## src/rtl/branch_pkg.sv

```systemverilog
// Shared encodings for the EX-stage branch resolution and flush sequencer.
package branch_pkg;

    localparam logic [6:0] OP_BRANCH = 7'b1100011;
    localparam logic [6:0] OP_JAL    = 7'b1101111;
    localparam logic [6:0] OP_JALR   = 7'b1100111;

    localparam logic [2:0] F3_BEQ  = 3'b000;
    localparam logic [2:0] F3_BNE  = 3'b001;
    localparam logic [2:0] F3_BLT  = 3'b100;
    localparam logic [2:0] F3_BGE  = 3'b101;
    localparam logic [2:0] F3_BLTU = 3'b110;
    localparam logic [2:0] F3_BGEU = 3'b111;

    typedef enum logic {
        S_IDLE  = 1'b0,
        S_FLUSH = 1'b1
    } state_t;

endpackage

```

## src/rtl/branch_flush_ctrl_if.sv

```systemverilog
// EX-stage branch bus: instruction/flag inputs and redirect/flush/monitor outputs.
interface branch_flush_ctrl_if #(
    parameter int unsigned XLEN  = 32,
    parameter int unsigned CNT_W = 16
);
    logic             valid_i;
    logic             stall_i;
    logic [6:0]       opcode_i;
    logic [2:0]       funct3_i;
    logic             V;
    logic             C;
    logic             N;
    logic             Z;
    logic             L;
    logic [XLEN-1:0]  pc_i;
    logic [XLEN-1:0]  target_i;
    logic             redirect_o;
    logic [XLEN-1:0]  pc_redirect_o;
    logic [XLEN-1:0]  pc_prev_o;
    logic             flush_o;
    logic             busy_o;
    logic             illegal_o;
    logic [CNT_W-1:0] branch_cnt_o;
    logic [CNT_W-1:0] taken_cnt_o;

    modport master (
        output valid_i, stall_i, opcode_i, funct3_i, V, C, N, Z, L, pc_i, target_i,
        input  redirect_o, pc_redirect_o, pc_prev_o, flush_o, busy_o, illegal_o,
        input  branch_cnt_o, taken_cnt_o
    );

    modport slave (
        input  valid_i, stall_i, opcode_i, funct3_i, V, C, N, Z, L, pc_i, target_i,
        output redirect_o, pc_redirect_o, pc_prev_o, flush_o, busy_o, illegal_o,
        output branch_cnt_o, taken_cnt_o
    );
endinterface

```

## src/rtl/branch_cond_eval.sv

```systemverilog
// Combinational RV32I branch condition evaluation from ALU flags of rs1-rs2.
module branch_cond_eval
    import branch_pkg::*;
(
    input  logic [2:0] i_funct3,
    input  logic       i_v,
    input  logic       i_n,
    input  logic       i_z,
    input  logic       i_l,
    output logic       o_taken,
    output logic       o_illegal
);

    always_comb begin
        o_taken   = 1'b0;
        o_illegal = 1'b0;
        case (i_funct3)
            F3_BEQ:  o_taken = i_z;
            F3_BNE:  o_taken = ~i_z;
            F3_BLT:  o_taken = i_n ^ i_v;
            F3_BGE:  o_taken = ~(i_n ^ i_v);
            F3_BLTU: o_taken = i_l;
            F3_BGEU: o_taken = ~i_l;
            default: o_illegal = 1'b1;
        endcase
    end

endmodule

```

## src/rtl/branch_flush_ctrl.sv

```systemverilog
// Resolves branches/jumps at EX, issues a registered PC redirect and holds IF/ID flush.
module branch_flush_ctrl
    import branch_pkg::*;
#(
    parameter int unsigned XLEN         = 32,
    parameter int unsigned FLUSH_CYCLES = 2,
    parameter int unsigned CNT_W        = 16,
    parameter bit          JUMP_EN      = 1'b1
) (
    input logic                clk,
    input logic                reset,
    branch_flush_ctrl_if.slave bus
);

    localparam logic [3:0] FCNT_INIT = 4'(FLUSH_CYCLES - 1);

    state_t           r_state;
    state_t           w_state_nxt;
    logic [3:0]       r_fcnt;
    logic [3:0]       w_fcnt_nxt;
    logic             r_redirect;
    logic             r_illegal;
    logic [XLEN-1:0]  r_pc_redirect;
    logic [XLEN-1:0]  r_pc_prev;
    logic [CNT_W-1:0] r_branch_cnt;
    logic [CNT_W-1:0] r_taken_cnt;

    logic w_cond_taken;
    logic w_cond_illegal;
    logic w_is_branch;
    logic w_is_jump;
    logic w_cand;
    logic w_illegal;
    logic w_resolve;
    logic w_taken;

    branch_cond_eval u_cond (
        .i_funct3  (bus.funct3_i),
        .i_v       (bus.V),
        .i_n       (bus.N),
        .i_z       (bus.Z),
        .i_l       (bus.L),
        .o_taken   (w_cond_taken),
        .o_illegal (w_cond_illegal)
    );

    assign w_is_branch = (bus.opcode_i == OP_BRANCH);
    assign w_is_jump   = JUMP_EN && ((bus.opcode_i == OP_JAL) || (bus.opcode_i == OP_JALR));
    // Wrong-path instructions during FLUSH and stalled ones never resolve.
    assign w_cand      = bus.valid_i && !bus.stall_i && (r_state == S_IDLE);
    assign w_illegal   = w_cand && w_is_branch && w_cond_illegal;
    assign w_resolve   = w_cand && ((w_is_branch && !w_cond_illegal) || w_is_jump);
    assign w_taken     = w_resolve && (w_is_jump || w_cond_taken);

    always_ff @(posedge clk or posedge reset) begin
        if (reset) begin
            r_state <= S_IDLE;
            r_fcnt  <= '0;
        end else begin
            r_state <= w_state_nxt;
            r_fcnt  <= w_fcnt_nxt;
        end
    end

    always_comb begin
        w_state_nxt = r_state;
        w_fcnt_nxt  = r_fcnt;
        case (r_state)
            S_IDLE: begin
                if (w_taken) begin
                    w_state_nxt = S_FLUSH;
                    w_fcnt_nxt  = FCNT_INIT;
                end
            end
            S_FLUSH: begin
                if (!bus.stall_i) begin
                    if (r_fcnt == 4'd0) begin
                        w_state_nxt = S_IDLE;
                    end else begin
                        w_fcnt_nxt = r_fcnt - 4'd1;
                    end
                end
            end
            default: w_state_nxt = S_IDLE;
        endcase
    end

    always_comb begin
        bus.flush_o = (r_state == S_FLUSH);
        bus.busy_o  = (r_state != S_IDLE);
    end

    // Redirect and illegal are recomputed every cycle, so a stall cannot stretch them.
    always_ff @(posedge clk or posedge reset) begin
        if (reset) begin
            r_redirect    <= 1'b0;
            r_illegal     <= 1'b0;
            r_pc_redirect <= '0;
            r_pc_prev     <= '0;
            r_branch_cnt  <= '0;
            r_taken_cnt   <= '0;
        end else begin
            r_redirect <= w_taken;
            r_illegal  <= w_illegal;
            if (w_taken) begin
                r_pc_redirect <= bus.target_i;
            end
            if (w_resolve) begin
                r_pc_prev <= bus.pc_i;
                if (r_branch_cnt != '1) begin
                    r_branch_cnt <= r_branch_cnt + 1'b1;
                end
            end
            if (w_taken && (r_taken_cnt != '1)) begin
                r_taken_cnt <= r_taken_cnt + 1'b1;
            end
        end
    end

    assign bus.redirect_o    = r_redirect;
    assign bus.illegal_o     = r_illegal;
    assign bus.pc_redirect_o = r_pc_redirect;
    assign bus.pc_prev_o     = r_pc_prev;
    assign bus.branch_cnt_o  = r_branch_cnt;
    assign bus.taken_cnt_o   = r_taken_cnt;

endmodule
```

## src/flat_wrapper.sv

```systemverilog
// flat-port wrapper written by rule: the top's interface ports become plain ports
module branch_flush_ctrl_flat import branch_pkg::*;
#(
    parameter int unsigned XLEN         = 32,
    parameter int unsigned FLUSH_CYCLES = 2,
    parameter int unsigned CNT_W        = 16,
    parameter bit          JUMP_EN      = 1'b1
)
  (clk, reset, bus_valid_i, bus_stall_i, bus_opcode_i, bus_funct3_i, bus_V, bus_C, bus_N, bus_Z, bus_L, bus_pc_i, bus_target_i, bus_redirect_o, bus_pc_redirect_o, bus_pc_prev_o, bus_flush_o, bus_busy_o, bus_illegal_o, bus_branch_cnt_o, bus_taken_cnt_o);
  branch_flush_ctrl_if #(.XLEN(XLEN), .CNT_W(CNT_W)) bus_i ();
  input logic clk;
  input logic reset;
  input wire logic [$bits(bus_i.valid_i)-1:0] bus_valid_i;
  input wire logic [$bits(bus_i.stall_i)-1:0] bus_stall_i;
  input wire logic [$bits(bus_i.opcode_i)-1:0] bus_opcode_i;
  input wire logic [$bits(bus_i.funct3_i)-1:0] bus_funct3_i;
  input wire logic [$bits(bus_i.V)-1:0] bus_V;
  input wire logic [$bits(bus_i.C)-1:0] bus_C;
  input wire logic [$bits(bus_i.N)-1:0] bus_N;
  input wire logic [$bits(bus_i.Z)-1:0] bus_Z;
  input wire logic [$bits(bus_i.L)-1:0] bus_L;
  input wire logic [$bits(bus_i.pc_i)-1:0] bus_pc_i;
  input wire logic [$bits(bus_i.target_i)-1:0] bus_target_i;
  output wire logic [$bits(bus_i.redirect_o)-1:0] bus_redirect_o;
  output wire logic [$bits(bus_i.pc_redirect_o)-1:0] bus_pc_redirect_o;
  output wire logic [$bits(bus_i.pc_prev_o)-1:0] bus_pc_prev_o;
  output wire logic [$bits(bus_i.flush_o)-1:0] bus_flush_o;
  output wire logic [$bits(bus_i.busy_o)-1:0] bus_busy_o;
  output wire logic [$bits(bus_i.illegal_o)-1:0] bus_illegal_o;
  output wire logic [$bits(bus_i.branch_cnt_o)-1:0] bus_branch_cnt_o;
  output wire logic [$bits(bus_i.taken_cnt_o)-1:0] bus_taken_cnt_o;
  assign bus_i.valid_i = bus_valid_i;
  assign bus_i.stall_i = bus_stall_i;
  assign bus_i.opcode_i = bus_opcode_i;
  assign bus_i.funct3_i = bus_funct3_i;
  assign bus_i.V = bus_V;
  assign bus_i.C = bus_C;
  assign bus_i.N = bus_N;
  assign bus_i.Z = bus_Z;
  assign bus_i.L = bus_L;
  assign bus_i.pc_i = bus_pc_i;
  assign bus_i.target_i = bus_target_i;
  assign bus_redirect_o = bus_i.redirect_o;
  assign bus_pc_redirect_o = bus_i.pc_redirect_o;
  assign bus_pc_prev_o = bus_i.pc_prev_o;
  assign bus_flush_o = bus_i.flush_o;
  assign bus_busy_o = bus_i.busy_o;
  assign bus_illegal_o = bus_i.illegal_o;
  assign bus_branch_cnt_o = bus_i.branch_cnt_o;
  assign bus_taken_cnt_o = bus_i.taken_cnt_o;
  branch_flush_ctrl #(.XLEN(XLEN), .FLUSH_CYCLES(FLUSH_CYCLES), .CNT_W(CNT_W), .JUMP_EN(JUMP_EN)) u_core (.clk(clk), .reset(reset), .bus(bus_i));
endmodule
```

## config.mk

```make
export PLATFORM = sky130hd
export DESIGN_NAME = branch_flush_ctrl_flat
export DESIGN_NICKNAME = d
export VERILOG_FILES = /design/src/rtl/branch_pkg.sv /design/src/rtl/branch_flush_ctrl_if.sv /design/src/rtl/branch_cond_eval.sv /design/src/rtl/branch_flush_ctrl.sv /design/src/flat_wrapper.sv
export SDC_FILE = /design/constraint.sdc
export NUM_CORES = 1
export LEC_CHECK = 0
export BUFFER_PORTS_ARGS = -buffer_cell sky130_fd_sc_hd__buf_2
export CAP_MARGIN = 0
export CORE_UTILIZATION = 52
export DETAILED_ROUTE_END_ITERATION = 10
export PLACE_DENSITY = 0.9
export REMOVE_ABC_BUFFERS = 1
export SLEW_MARGIN = 20
export SYNTH_ARGS = -nofsm -noshare
export SYNTH_HDL_FRONTEND = slang
export SYNTH_HIERARCHICAL = 1
export SYNTH_SLANG_ARGS = --single-unit
export TNS_END_PERCENT = 30
```

## constraint.sdc

```tcl
create_clock -name clk -period 4.8 [get_ports clk]
set_clock_uncertainty 0.05 [all_clocks]
set_input_delay 0 -clock clk [delete_from_list [all_inputs] [get_ports clk]]
set_output_delay 0 -clock clk [all_outputs]
set_load 0.1 [all_outputs]
```

==> impl_metrics.json <==
{
  "clk_latency_ps": 350,
  "clock_sinks": 103,
  "path_clk_slew_ps": 100,
  "drive_above_1_share_pct": 37.4,
  "tightest_slew_ps": 1010,
  "layout_commonest_cell": "buf_2",
  "synth_area_sq_um": 4370,
  "synth_xor_area_share_pct": 5.61,
  "synth_edf_count": 0,
  "min_period_ps": 2960,
  "synth-simple-area-share_pct": 18.9,
  "rsz0062_at_grt": "no",
  "setup_viol": 0,
  "synth.largest_area_cell": "dfrtp_1",
  "min_path_type": "in2async",
  "critPathArrivalTime_ps": 3130,
  "via_per_inst": 5.23,
  "yosysWarnings": 6,
  "irDropWorstVdd_v": 0.000234,
  "overflow": 0,
  "synth_top_family_by_area": "simple AND/OR/NAND/NOR gates",
  "rows": 33,
  "synth_compound_area_share_pct": 4.07,
  "syn_inst": 392,
  "syn_avg_cell_area_sq_um": 11.1,
  "r2r-start": "u_core/bus.busy_o",
  "via_count": 3915,
  "tritoncts": "done",
  "grt_pass1_wl_mm": 18.6,
  "root_buffer": "clkbuf_8",
  "max_slew_margin_pct": 32.5,
  "synth_top_area_share_pct": 59.0,
  "worstSetupPathType": "in2reg",
  "grt_util_all_layers_pct": 28.1,
  "die_area_sq_um": 8770,
  "grt_pass1_vias": 3852,
  "final_cell_mix": "buf_2, nand2_1, dfrtp_1",
  "io_pins": 183,
  "nNetsFinal": 725,
  "yosysUniqueCellTypes": 43,
  "core_sq_um": 8180,
  "antenna_cells": 0,
  "io_buffers": 181,
  "p_leak_nw": 3.50,
  "area.growth.synth_to_final_pct": 42.9,
  "antenna_left": 0,
  "wl_mm": 12.1,
  "routedWlPerCell_um": 16.2,
  "critPathLaunch": "bus_V",
  "die_h_um": 93.7,
  "maxCapViolCount": 0,
  "setup_ws_ps": 1840,
  "synth-async-reset-ratio_pct": 100,
  "clk_path_buf_depth": 2,
  "synth_seq_cells": 103,
  "fin_setup_tns_ps": 0,
  "hold_viol": 0,
  "worstSetupStartpointType": "primary input",
  "required_ps": 4970,
  "gp_congestion": 0.835,
  "drc_errors": 0,
  "synth-main-ff-cell": "dfrtp_1",
  "hpwl_mm": 7.53,
  "synthTopCellsByArea": "dfrtp_1, nand2_1, mux2_2",
  "htreeDepth": 3,
  "pre_cts_ws_ps": 1630,
  "crit_path_end_kind": "register",
  "maxSlewViolCount": 0,
  "path_max_fanout": 39,
  "clock.fmax_mhz": 338,
  "synthMuxAreaShare_pct": 8.99,
  "p_per_area_nw_per_um2": 370,
  "grt_start_max_net_pins": 66,
  "postCtsSetupBuffers": 0,
  "drt-pass1-iter-count": 4,
  "grt_antenna_before_repair": 0,
  "status": "finished, final reports clean",
  "yosys.area_share.adder_pct": 0.859,
  "fin_crit_sh_pct": 61.7,
  "die_x_um": 93.7,
  "first_iter_violations": 174,
  "cts_made_buffers": 9,
  "start_util_pct": 53.4,
  "nFillCells": 528,
  "synth_seq_area_share_pct": 59.0
}
## report_power, final
part	leakage (nW)	internal, mW	switching (mW)
sequential	1.40	0.939	0.0488
combinational	2.00	0.169	0.604
clock	0.103	0.251	0.300
total	3.50	1.36	0.952
## kinds of logic after synthesis
family	after synthesis
XOR/XNOR	28
adder cells (fa/ha/maj)	3
buffers and inverters	24
flip-flops	103
multiplexers	35
AND/OR/NAND/NOR	176
AO/OA/AOI/OAI	23
## cell usage after synthesis (all sizes together) (3+ instances only)
| cell | count |
|---|---|
| clkbuf | 6 |
| xnor2 | 25 |
| nand3 | 10 |
| mux2 | 34 |
| and3 | 11 |
| nor3 | 4 |
| nor2b | 3 |
| nand2 | 113 |
| ha | 3 |
| nor2 | 6 |
| a21oi | 6 |
| dfrtp | 103 |
| xor2 | 3 |
| nand4 | 12 |
| inv | 5 |
| o21ai | 3 |
| and4 | 4 |
| buf | 12 |
| o211ai | 3 |
## layout make-up
| class | count | area, sq um | share of cell area (%) |
|---|---|---|---|
| clock buffers | 10 | 128 | 2.04 |
| clock inverters | 6 | 76.3 | 1.22 |
| inverters | 6 | 25.0 | 0.401 |
| multi-input cells | 265 | 1680 | 26.9 |
| flip-flops and latches | 103 | 2580 | 41.3 |
| well taps | 105 | 131 | 2.10 |
| repair buffers | 254 | 1630 | 26.1 |
## metrics by stage
stage               std cells  total power [mW]  hold slack, ps  area (sq um)  util, %
floorplan                 374              1.58            45.9          4280        -
CTS                       749              2.32             167          6240     76.4
global placement          664              1.70            12.4          5350     65.4
finish                    749              2.31             184          6240     76.4
global route              749              2.40             198          6240     76.4
detailed placement        664              1.72            18.2          5350     65.4
## state kept, by name, indices dropped and copies added, names as in the netlist
signal and flops:
u_core/r_fcnt 4, u_core/bus.illegal_o 1, u_core/bus.pc_prev_o 32, u_core/bus.redirect_o 1, u_core/bus.busy_o 1, u_core/bus.pc_redirect_o 32
u_core/bus.branch_cnt_o 16, u_core/bus.taken_cnt_o 16
## worst paths after layout
path                                                     end  slack (ps)  cells past startpoint
worst max-delay path            u_core/bus.pc_redirect_o[13]        1840                     10
worst min-delay path            u_core/bus.pc_redirect_o[21]         180                      3
worst max register to register  u_core/bus.pc_redirect_o[13]        1840                      6
worst min register to register  u_core/bus.pc_redirect_o[19]         430                      2
max in group asynchronous         u_core/bus.branch_cnt_o[7]        3350                      4
min in group clk                           u_core/bus.busy_o         240                      4
## critical path, stage by stage
cell and delay [ps]:
buf_2 110, xnor2_1 130, and4b_1 190, or4_1 490
nor3b_1 150, o211ai_1 190, buf_4 430, clkinv_1 920
nand2_1 400, nand2_1 120
## timing repair
action / 4_1_cts / 5_1_grt
gates resized for setup: 0 / 0
endpoints found under the hold margin: 106 / 0
hold buffers: 69 / 0
## metal layers
| metal | global-route usage [%] | wire length [um] | vias up |
|---|---|---|---|
| li1 | - | - | 1813 |
| met5 | 0 | 0 | - |
| met1 | 30.9 | 4630 | 1924 |
| met3 | 6.63 | 810 | 14 |
| met4 | 9.74 | 161 | 0 |
| met2 | 52.8 | 6530 | 164 |
Power figures use the tool's default switching activity.
